## src/rtl/shape_cfg_pkg.sv

```systemverilog
// Shared types, field layout, reset constants and SFR legality rules for the
// shape control SFR master.
package shape_cfg_pkg;

    typedef enum logic [1:0] {
        OK       = 2'd0,
        REJECTED = 2'd1,
        MISMATCH = 2'd2
    } status_t;

    localparam int unsigned SHAPE_LSB = 16;
    localparam int unsigned SHAPE_W   = 3;
    localparam int unsigned OP_LSB    = 0;
    localparam int unsigned OP_W      = 7;

    // All-ones in a field tells the SFR to keep its current value.
    localparam logic [2:0] KEEP_SHAPE     = 3'b111;
    localparam logic [6:0] KEEP_OPERATION = 7'h7F;

    localparam logic [2:0] SFR_RST_SHAPE     = 3'b001;
    localparam logic [6:0] SFR_RST_OPERATION = 7'h00;

    function automatic logic is_legal_shape(input logic [2:0] shape);
        return (shape == 3'b001) || (shape == 3'b010) || (shape == 3'b100);
    endfunction

    function automatic logic is_legal_operation(input logic [6:0] operation);
        logic legal;
        case (operation[6:4])
            3'b000:  legal = (operation[3:0] == 4'd0) || (operation[3:0] == 4'd1);
            3'b010:  legal = (operation[3:0] == 4'd0);
            3'b100:  legal = (operation[3:0] == 4'd0) || (operation[3:0] == 4'd1);
            default: legal = 1'b0;
        endcase
        return legal;
    endfunction

    function automatic logic is_legal_combination(input logic [2:0] shape,
                                                  input logic [6:0] operation);
        return (operation[6:4] == 3'b000) || (operation[6:4] == shape);
    endfunction

    function automatic logic [2:0] resolve_shape(input logic       keep,
                                                 input logic [2:0] shape,
                                                 input logic [2:0] shadow);
        return (keep || shape == KEEP_SHAPE) ? shadow : shape;
    endfunction

    function automatic logic [6:0] resolve_operation(input logic       keep,
                                                     input logic [6:0] operation,
                                                     input logic [6:0] shadow);
        return (keep || operation == KEEP_OPERATION) ? shadow : operation;
    endfunction

    function automatic logic [31:0] encode_write(input logic [2:0] shape,
                                                 input logic [6:0] operation);
        logic [31:0] data;
        data = '0;
        data[SHAPE_LSB +: SHAPE_W] = shape;
        data[OP_LSB +: OP_W]       = operation;
        return data;
    endfunction

endpackage

```

## src/rtl/shape_cfg_predictor.sv

```systemverilog
// Combinational model of how the SFR will treat a request, given the
// master's shadow copy of the SFR contents.
module shape_cfg_predictor
    import shape_cfg_pkg::*;
(
    input  logic [2:0] req_shape,
    input  logic [6:0] req_operation,
    input  logic       keep_shape,
    input  logic       keep_operation,
    input  logic [2:0] shadow_shape,
    input  logic [6:0] shadow_operation,
    output logic [2:0] resolved_shape,
    output logic [6:0] resolved_operation,
    output logic       accept,
    output logic [2:0] expected_shape,
    output logic [6:0] expected_operation
);

    always_comb begin
        resolved_shape     = resolve_shape(keep_shape, req_shape, shadow_shape);
        resolved_operation = resolve_operation(keep_operation, req_operation, shadow_operation);
        accept             = is_legal_shape(resolved_shape)
                          && is_legal_operation(resolved_operation)
                          && is_legal_combination(resolved_shape, resolved_operation);
        expected_shape     = accept ? resolved_shape     : shadow_shape;
        expected_operation = accept ? resolved_operation : shadow_operation;
    end

endmodule

```

## src/rtl/shape_cfg_master.sv

```systemverilog
// Bus initiator for the shape control SFR: write request, read back, report status.
// Optional predictor and sticky error enabled by SHAPE_CFG_MASTER_PREDICT_EN.
module shape_cfg_master
    import shape_cfg_pkg::*;
#(
    parameter int unsigned READ_DELAY    = 0,
    parameter logic [2:0]  RST_SHAPE     = SFR_RST_SHAPE,
    parameter logic [6:0]  RST_OPERATION = SFR_RST_OPERATION
) (
    input  logic        clk,
    input  logic        rst_n,
    input  logic        req_valid,
    output logic        req_ready,
    input  logic [2:0]  req_shape,
    input  logic [6:0]  req_operation,
    input  logic        req_keep_shape,
    input  logic        req_keep_operation,
    output logic        write,
    output logic [31:0] write_data,
    output logic        read,
    input  logic [31:0] read_data,
    output logic        rsp_valid,
    input  logic        rsp_ready,
    output logic [1:0]  rsp_status,
    output logic [2:0]  rsp_shape,
    output logic [6:0]  rsp_operation,
    output logic        error
);

    typedef enum logic [2:0] {IDLE, WRITE, WAIT, READ, RESP} state_t;

    localparam logic [3:0] DELAY_LAST = (READ_DELAY == 0) ? 4'd0 : 4'(READ_DELAY - 1);

    state_t     state, next_state;
    logic [3:0] cnt, cnt_next;
    logic [2:0] lat_shape, shadow_shape, rd_shape, res_shape;
    logic [6:0] lat_operation, shadow_operation, rd_operation, res_operation;
    logic       lat_keep_shape, lat_keep_operation;
    status_t    status_next;
    logic       unused_read_bits;

    assign rd_shape         = read_data[SHAPE_LSB +: SHAPE_W];
    assign rd_operation     = read_data[OP_LSB +: OP_W];
    assign unused_read_bits = ^{read_data[31:19], read_data[15:7]};

    always_comb begin
        next_state = state;
        cnt_next   = cnt;
        case (state)
            IDLE:  if (req_valid) next_state = WRITE;
            WRITE: begin
                cnt_next   = '0;
                next_state = (READ_DELAY > 0) ? WAIT : READ;
            end
            WAIT: begin
                if (cnt == DELAY_LAST) next_state = READ;
                else                   cnt_next   = cnt + 4'd1;
            end
            READ:  next_state = RESP;
            RESP:  if (rsp_ready) next_state = IDLE;
            default: next_state = IDLE;
        endcase
    end

`ifdef SHAPE_CFG_MASTER_PREDICT_EN
    logic [2:0] exp_shape;
    logic [6:0] exp_operation;
    logic       accept;
    logic       unused_resolved;
    logic       error_q;

    shape_cfg_predictor u_predictor (
        .req_shape          (lat_shape),
        .req_operation      (lat_operation),
        .keep_shape         (lat_keep_shape),
        .keep_operation     (lat_keep_operation),
        .shadow_shape       (shadow_shape),
        .shadow_operation   (shadow_operation),
        .resolved_shape     (res_shape),
        .resolved_operation (res_operation),
        .accept             (accept),
        .expected_shape     (exp_shape),
        .expected_operation (exp_operation)
    );

    assign unused_resolved = ^{res_shape, res_operation};

    always_comb begin
        status_next = OK;
        if ({rd_shape, rd_operation} != {exp_shape, exp_operation}) status_next = MISMATCH;
        else if (!accept)                                          status_next = REJECTED;
    end

    always_ff @(posedge clk or negedge rst_n) begin
        if (!rst_n)                                     error_q <= 1'b0;
        else if (state == READ && status_next == MISMATCH) error_q <= 1'b1;
    end

    assign error = error_q;
`else
    assign res_shape     = resolve_shape(lat_keep_shape, lat_shape, shadow_shape);
    assign res_operation = resolve_operation(lat_keep_operation, lat_operation, shadow_operation);

    always_comb begin
        status_next = ({rd_shape, rd_operation} == {res_shape, res_operation}) ? OK : REJECTED;
    end

    assign error = 1'b0;
`endif

    // Strobes and handshake flags are registered from next_state so that
    // reset drops them directly and they line up with the state they belong to.
    always_ff @(posedge clk or negedge rst_n) begin
        if (!rst_n) begin
            state              <= IDLE;
            cnt                <= '0;
            req_ready          <= 1'b1;
            write              <= 1'b0;
            read               <= 1'b0;
            rsp_valid          <= 1'b0;
            write_data         <= '0;
            rsp_status         <= OK;
            rsp_shape          <= RST_SHAPE;
            rsp_operation      <= RST_OPERATION;
            shadow_shape       <= RST_SHAPE;
            shadow_operation   <= RST_OPERATION;
            lat_shape          <= '0;
            lat_operation      <= '0;
            lat_keep_shape     <= 1'b0;
            lat_keep_operation <= 1'b0;
        end else begin
            state     <= next_state;
            cnt       <= cnt_next;
            req_ready <= (next_state == IDLE);
            write     <= (next_state == WRITE);
            read      <= (next_state == READ);
            rsp_valid <= (next_state == RESP);
            if (state == IDLE && req_valid) begin
                lat_shape          <= req_shape;
                lat_operation      <= req_operation;
                lat_keep_shape     <= req_keep_shape;
                lat_keep_operation <= req_keep_operation;
                write_data         <= encode_write(req_keep_shape ? KEEP_SHAPE : req_shape,
                                                   req_keep_operation ? KEEP_OPERATION : req_operation);
            end
            if (state == READ) begin
                rsp_shape        <= rd_shape;
                rsp_operation    <= rd_operation;
                shadow_shape     <= rd_shape;
                shadow_operation <= rd_operation;
                rsp_status       <= status_next;
            end
        end
    end

endmodule

```

## config.mk

```make
export PLATFORM = sky130hd
export DESIGN_NAME = shape_cfg_master
export DESIGN_NICKNAME = d
export VERILOG_FILES = /design/src/rtl/shape_cfg_pkg.sv /design/src/rtl/shape_cfg_predictor.sv /design/src/rtl/shape_cfg_master.sv
export SDC_FILE = /design/constraint.sdc
export NUM_CORES = 1
export LEC_CHECK = 0
export BUFFER_PORTS_ARGS = -buffer_cell sky130_fd_sc_hd__buf_2
export CORE_MARGIN = 5
export CORE_UTILIZATION = 43
export DETAILED_ROUTE_END_ITERATION = 12
export PLACE_DENSITY = 0.75
export SYNTH_ARGS = -nofsm -noshare
export SYNTH_HDL_FRONTEND = slang
export SYNTH_SLANG_ARGS = --single-unit
```

## constraint.sdc

```tcl
create_clock -name clk -period 1.5 [get_ports clk]
set_input_delay 0.3 -clock clk [delete_from_list [all_inputs] [get_ports clk]]
set_output_delay 0.3 -clock clk [all_outputs]
set_load 0.1 [all_outputs]
```

---- After elaboration in Yosys (flattened, before gate mapping) ----
Cells that the tools add are included.
operators by class
  add/sub/neg operators ................... 1
  equal/unequal tests ..................... 11
  mux-type cells .......................... 11
  reductions and logical operators ........ 8
operators with widths
  kind                   number
  $mux W3                5
  $pmux W3 S5            1
  $mux W7                2
  $eq A10 B10 Y1         1
  $eq A3 B2 Y1 const B   3
  $eq A3 B3 Y1 const B   3
  $pmux W4 S2            1
  $eq A7 B7 Y1 const B   1
  $eq A3 B1 Y1 const B   2
  $logic_not A3 Y1       2
  $add A4 B1 Y4 const B  1
  $logic_not A4 Y1       1
  $mux W4                1
  $logic_or A1 B1 Y1     2
  $ne A2 B2 Y1 const B   1
  $reduce_and A2 Y1      1
  $reduce_bool A2 Y1     1
  $logic_and A1 B1 Y1    1
  $mux W1                1
storage, ports and cells
  flip-flop bits (word level) ............. 45
  bits of input ports ..................... 48
  output and inout port bits .............. 49
  word-level logic and storage cells ...... 45

---- Longest topological paths before layout ----
Gate-level depths: netlist of the first run.
  word-level depth ........................ 5
  gate-level depth with buffers ........... 7
  depth with buffers taken out ............ 7

---- Worst setup path after synthesis of the first run ----
No wires, ideal clock.
  path type ............................... flip-flop to flip-flop
  start ................................... register shadow_shape[1]
  end ..................................... register rsp_status[0]
  library setup time ...................... 0.122 ns
  arrival ................................. 1.866 ns
  required time ........................... 1.378 ns
  path slack .............................. -0.488 ns
  cell stages (with the launch flop) ...... 6
  path buffers ............................ 0
  period minus slack after synthesis ...... 1.988 ns
  cell sequence ........................... dfrtp_1 > mux2_2 > a211o_1 > a211oi_2 > nand4_1 > a2bb2oi_1
between the ends
  cells in the longest elaborated chain, start to end .. 3
RTL lines
  what                      line                     RTL
  start: declaration        shape_cfg_master.sv:36   logic [2:0] lat_shape, shadow_shape, rd_shape, res_shape;
  start signal: assignment  shape_cfg_master.sv:149  shadow_shape <= rd_shape;
  $mux W3                   shape_cfg_pkg.sv:46      return (keep || shape == KEEP_SHAPE) ? shadow : shape;
  $eq A10 B10 Y1            shape_cfg_master.sv:105  status_next = ({rd_shape, rd_operation} == {res_shape, res_operation}) ? OK : REJECTED;
  $mux W1                   shape_cfg_master.sv:105
  end signal: assignment    shape_cfg_master.sv:151  rsp_status <= status_next;
  end: declaration          shape_cfg_master.sv:24   output logic [1:0] rsp_status,
Every way passes these cells.
A chain may end at the register's enable or synchronous reset.

---- Worst setup path after layout of the first run ----
  start ................................... register lat_keep_shape
  end ..................................... register rsp_status[0]
between the ends
  cells in the longest elaborated chain, start to end .. 4
RTL lines
  what                      line                     RTL
  start: declaration        shape_cfg_master.sv:38   logic lat_keep_shape, lat_keep_operation;
  start signal: assignment  shape_cfg_master.sv:141  lat_keep_shape <= req_keep_shape;
  $logic_or A1 B1 Y1        shape_cfg_pkg.sv:46
  $mux W3                   shape_cfg_pkg.sv:46
  $eq A10 B10 Y1            shape_cfg_master.sv:105
  $mux W1                   shape_cfg_master.sv:105
Every way passes these cells.

==> flow_summary.json, run 1 <==
{
  "crit_path_end_kind": "flip-flop",
  "grt-ovfl-total": 0,
  "drtPass1Iterations": 4,
  "fmax_mhz": 597.1,
  "crit_type": "reg -> reg",
  "antenna_left": 0,
  "fp.dieArea_mm2": 0.007096,
  "synth.avg_cell_area_um2": 10.97,
  "layout-drive-gt1-share_pct": 51.00,
  "fin_crit_sh_pct": 111.6,
  "final_util_pct": 58.55,
  "wl_per_cell_um": 13.70,
  "critPathMaxStageDelay_ns": 0.45,
  "clockRootBuffer": "clkbuf_8",
  "yosysSeqAreaShare_pct": 46.57,
  "rsz0062_at_grt": "true",
  "drc": 0,
  "n_antenna_cell": 0,
  "fin_cells": 372,
  "antenna_found_initial": 0,
  "io_pins": 97,
  "drt-initial-drc-count": 94,
  "die_w_um": 84.24,
  "die_h_um": 84.24,
  "worst_slack_ns": -0.1747,
  "cts_htree_levels": 2,
  "dp_cells": 357,
  "setup_violations": 2,
  "min_path_type": "in -> reg",
  "crit_buf_inv": 0,
  "status": "complete, but fails checks",
  "reg2reg_setup_slack_ns": -0.17,
  "critPathMaxFanout": 4,
  "synth_area_mm2": 0.002370,
  "required_ns": 1.67,
  "cp-start-kind": "flip-flop",
  "route.vias.total": 1784,
  "cts_tree": "yes",
  "clk_latency_ns": 0.29,
  "fp-row-count": 27,
  "portBuffers": 50,
  "synth_edf_count": 0,
  "cts_buffers": 5,
  "grt_usage_pct": 14.65,
  "wirelength_um": 5096,
  "slew_viol_final": 0,
  "hpwl_um": 3792,
  "final_area_mm2": 0.003184,
  "ys_ff_latch": 44,
  "cap_viol_max_count": 0,
  "ys_async_sr_fraction_pct": 100.0,
  "synthToLayoutAreaGrowth_pct": 34.37,
  "crit_chain": "mux2_4, a21o_1, a2111oi_4, nand4_1, a2bb2oi_1",
  "skew_ns": 0.007098,
  "critPathSlowestCell": "dfrtp_2",
  "arrival_ns": 1.85,
  "cts_buffer_depth": 2,
  "core_area_mm2": 0.005439,
  "grt_pass1_vias": 1907,
  "path_clk_slew_ns": 0.09,
  "path_delay_family": "compound AO/OA/AOI/OAI gates",
  "period_needed_ns": 1.675,
  "grt_first_pass_wirelength_um": 8590,
  "placed_area_mm2": 0.002903,
  "gp_congestion": 0.8205,
  "layout.nets": 349,
  "ys.flop_type": "dfrtp_1",
  "violations": "negative setup slack",
  "cts_sinks": 44,
  "grt_max_degree": 32,
  "synth_cells": 216,
  "hold_violations": 0,
  "ys_types": 37,
  "viasPerCell": 4.796,
  "yosys_warnings": 0,
  "start_util_pct": 43.57
}
## worst reg2reg max path: cells and delay by family, from the launching register on
kind            cells  cell delay (ns)
mux                 1             0.32
flops               1             0.45
simple gates        1             0.14
compound gates      3             0.66
## state kept, by name, indices dropped and copies added (netlist names), 3 cells and up
register	flops
state	3
lat_operation	7
write_data	10
cnt	4
shadow_operation	7
lat_shape	3
shadow_shape	3
## synthesized netlist by cell type, types with 3 or more instances
library cell	n	share of area, %
dfrtp_1	42	44
mux2_2	29	14
buf_4	28	8.9
nor2_1	24	3.8
a21oi_1	12	2.5
nand2_1	10	1.6
o31ai_1	8	2.5
xor2_1	8	3.0
nand3_1	7	1.5
inv_1	5	0.79
nand3b_1	4	1.3
nand4_1	4	1.1
nor2b_1	3	0.79
## layer usage
metal | up-vias | wire length, um | GRT usage (%)
li1 | 878 | - | -
met1 | 856 | 2267 | 18.01
met2 | 44 | 2507 | 25.04
met3 | 6 | 267 | 3.533
met4 | 0 | 54 | 5.117
met5 | - | 0 | 0
## metrics by stage
step	worst slack [ns]	setup TNS, ns	hold slack [ns]
global route	-0.2265	-0.6553	0.2427
CTS	-0.1698	-0.3892	0.2389
detailed placement	-0.1668	-0.5101	0.2257
floorplan	-0.2161	-0.5610	0.004409
finish	-0.1747	-0.2079	0.2517
global placement	-0.1443	-0.3844	0.2233
## area by class of cell
class / count / area, um^2
Clock buffer: 5 / 68.82
Clock inverter: 3 / 42.54
Fill cell: 464 / 2255
Inverter: 5 / 18.77
Multi-Input combinational cell: 157 / 1190
Sequential cell: 44 / 1125
Tap cell: 72 / 90.09
Timing Repair Buffer: 86 / 649.4
## path summary, 6_finish.rpt
path                                                 start  cells past startpoint                           end
min in group asynchronous                            rst_n                      2  lat_operation[5]$_DFFE_PN0P_
worst max-delay path            lat_keep_shape$_DFFE_PN0P_                      5     rsp_status[0]$_DFFE_PN0N_
max in group asynchronous                            rst_n                      3   shadow_shape[0]$_DFFE_PN1N_
worst min register to register   rsp_status[0]$_DFFE_PN0N_                      2     rsp_status[0]$_DFFE_PN0N_
worst max register to register  lat_keep_shape$_DFFE_PN0P_                      5     rsp_status[0]$_DFFE_PN0N_
worst min-delay path                      req_operation[3]                      2  lat_operation[3]$_DFFE_PN0P_
## kinds of logic after synthesis
family          synth area share, %
compound gates                9.187
xor+xnor                      2.957
fa+ha+maj                     1.056
buf+inv                       11.19
flops                         46.57
mux                           14.41
other cells                  0.1582
simple gates                  14.47
## cell usage in the layout, fill, tap and decap left out, types with 5 or more instances in the layout
cell,count
a21oi_1,12
buf_12,6
buf_2,45
buf_4,28
buf_6,5
clkbuf_8,5
conb_1,24
dfrtp_1,30
dfrtp_2,11
mux2_2,16
mux2_4,14
nand2_1,8
nand3_1,6
nor2_1,23
o31ai_1,7
xor2_1,8
## what timing repair did
action	in CTS	in global routing
hold endpoints to repair	13	0
cloned	1	0
endpoints found under the setup margin	13	26
pin swaps	8	6
gates resized for setup	12	14
hold buffers	1	0
buffers inserted	6	0
Power of run 1 is not shown: default switching activity piles up to over one toggle a cycle in this logic, so the estimate is an artifact.
==> run 2: changes to the inputs <==
- CORE_UTILIZATION: 43 -> 54
- CTS_BUF_LIST: unset -> sky130_fd_sc_hd__clkbuf_4 sky130_fd_sc_hd__clkbuf_8
- PLACE_DENSITY: 0.75 -> 0.88
- SYNTH_HIERARCHICAL: unset -> 1
- clock period: 1.5 -> 1.96 ns (I/O delays scaled with it)
==> run 2 against run 1 <==
Compared with the run above:
- the flow now finishes without violations
- worst setup slack improved by 0.41 ns
- first-iteration DRC count fell by 26%
- die area decreased by 18%
- utilization rose by 4.0 points
- register-to-register slack improved by 0.41 ns
==> flow_summary.json, run 2 <==
{
  "relSlewSlack_pct": 49.10,
  "synth_top_family_by_area": "simple AND/OR/NAND/NOR gates",
  "regToRegStartpoint": "lat_keep_operation$_DFFE_PN0P_",
  "io_pins": 97,
  "rsz0062_at_grt": "false",
  "synth_top_area_share_pct": 44.35,
  "synth_adder_area_share_pct": 1.056,
  "grt-ovfl-total": 0,
  "wirelength_um": 4549,
  "crit_path_end_kind": "flip-flop",
  "crit_start": "lat_keep_operation$_DFFE_PN0P_",
  "fmax_mhz": 579.0,
  "synthMuxAreaShare_pct": 14.41,
  "antenna_left": 0,
  "core_area_mm2": 0.004294,
  "hold_violations": 0,
  "start_util_pct": 55.19,
  "grt_first_pass_wirelength_um": 8031,
  "ys_async_sr_fraction_pct": 100.0,
  "fp-row-count": 24,
  "arrival_ns": 1.91,
  "portBuffers": 50,
  "drtPass1Iterations": 6,
  "clk_latency_ns": 0.30,
  "layout.nets": 317,
  "reg2reg_setup_slack_ns": 0.23,
  "hpwl_um": 3439,
  "tns_ns": 0,
  "ys.flop_type": "dfrtp_1",
  "cts_resized": 0,
  "synth_cells": 216,
  "viasPerCell": 5.206,
  "endpoint": "rsp_status[0]$_DFFE_PN0N_",
  "ys_ff_latch": 44,
  "layout_commonest_cell": "buf_2",
  "synth_commonest_cells": "dfrtp_1, mux2_2, buf_4",
  "largest_register_ffs": 10,
  "min_path_type": "in -> async",
  "critPathMaxFanout": 10,
  "synth.avg_cell_area_um2": 10.97,
  "die_h_um": 76.25,
  "die_w_um": 76.25,
  "final_util_pct": 62.53,
  "cp-start-kind": "flip-flop",
  "synth_most_common_cell": "dfrtp_1",
  "placed_area_mm2": 0.002569,
  "yosys_warnings": 6,
  "clockRootBuffer": "clkbuf_8",
  "synth.area.top_cells": "dfrtp_1, mux2_2, buf_4, nor2_1, xor2_1",
  "final_cell_mix": "buf_2, dfrtp_1, mux2_2",
  "final_area_mm2": 0.002685,
  "reg2reg_to": "rsp_status[0]$_DFFE_PN0N_",
  "crit_type": "reg -> reg",
  "fin_crit_sh_pct": 88.11,
  "n_antenna_cell": 0,
  "regArea_mm2": 0.001105,
  "grt_pass1_vias": 1746,
  "synth_area_mm2": 0.002370,
  "top_register": "write_data",
  "grt_usage_pct": 16.84,
  "synthSimpleGateAreaFrac_pct": 14.47,
  "multi_input_area_mm2": 0.001087,
  "synth-compound-area-share_pct": 9.187,
  "worst-r2r-cell-count": 5,
  "drt-initial-drc-count": 70,
  "cts_tree": "yes",
  "cts_htree_levels": 2,
  "synthToLayoutAreaGrowth_pct": 13.31,
  "layout-drive-gt1-share_pct": 38.43,
  "synth-xor-area-share_pct": 2.957,
  "cts_buffers": 5,
  "antenna_found_initial": 0,
  "top_regs": "write_data x10, lat_operation x7, shadow_operation x7",
  "route.vias.total": 1666,
  "cts_buffer_depth": 2,
  "required_ns": 2.14,
  "synth_edf_count": 0,
  "path_clk_slew_ns": 0.09,
  "grt_max_degree": 35,
  "ys_types": 37,
  "yosysSeqAreaShare_pct": 46.57,
  "slew_viol_final": 0,
  "worst_pin_slew_ns": 0.7635,
  "cap_viol_max_count": 0,
  "postCtsSetupBuffers": 0,
  "wl_per_cell_um": 14.22,
  "synth_top_area_cell": "dfrtp_1",
  "skew_ns": 0.005788,
  "status": "finished, final reports clean",
  "hold_buffers": 0,
  "setup_violations": 0,
  "gp_congestion": 0.8592,
  "n_fill_cell": 354,
  "cts_sinks": 44,
  "fp.dieArea_mm2": 0.005813,
  "drc": 0,
  "period_needed_ns": 1.727
}
## run 2: cell counts after synthesis
Identical to the previous run, type by type.
## run 2: cell type report
cell class	instances	share of cell area, %
Clock buffer	5	2.563
Clock inverter	3	1.771
Inverter	5	0.6990
Multi-Input combinational cell	157	40.49
Sequential cell	44	41.15
Tap cell	52	2.423
Timing Repair Buffer	54	10.90
## run 2: how the worst min path moves through the flow
stage	slack, ns	startpoint	end	depth (start not counted)
after floorplan	0.1	rst_n	cnt[0]$_DFFE_PN0P_	0
after global placement	0.49	rst_n	cnt[1]$_DFFE_PN0P_	1
after detailed placement	0.50	rst_n	cnt[1]$_DFFE_PN0P_	1
after CTS	0.17	rst_n	state[1]$_DFF_PN0_	1
after global routing	0.21	rst_n	cnt[1]$_DFFE_PN0P_	1
final	0.16	rst_n	cnt[1]$_DFFE_PN0P_	1
## run 2: metrics by stage
stage / hold WS [ns] / setup slack, ns / cells
3_5_place_dp: 0.4975 / 0.2401 / 312
4_1_cts: 0.1704 / 0.2255 / 320
6_report: 0.1606 / 0.2330 / 320
3_3_place_gp: 0.4935 / 0.2799 / 312
2_1_floorplan: 0.09641 / 0.05238 / 239
5_1_grt: 0.2092 / 0.1166 / 320
## run 2: cells by family after synthesis
| family | after synthesis |
|---|---|
| other | 1 |
| and+or+nand+nor | 62 |
| muxes | 30 |
| adders and majority gates | 2 |
| xor gates and xnor gates | 8 |
| DFF | 44 |
| AOI/OAI and AO/OA | 31 |
| buffers and inverters | 38 |
## run 2: worst max-delay path: stages, from the launching register on
cell and delay [ns]:
dfrtp_1 0.58, mux2_2 0.38, o311a_1 0.13, a2111oi_2 0.21, nand4_1 0.15, a2bb2oi_1 0.16
## run 2: routing by layer
| layer | up-vias | GRT usage (%) | share of wire (%) |
|---|---|---|---|
| met5 | - | 0 | 0 |
| met4 | 0 | 5.769 | 1.5 |
| met3 | 6 | 5.437 | 6.8 |
| met2 | 54 | 29.45 | 51 |
| met1 | 805 | 19.18 | 40 |
| li1 | 801 | - | - |
Power of run 2 is left out for the same reason.
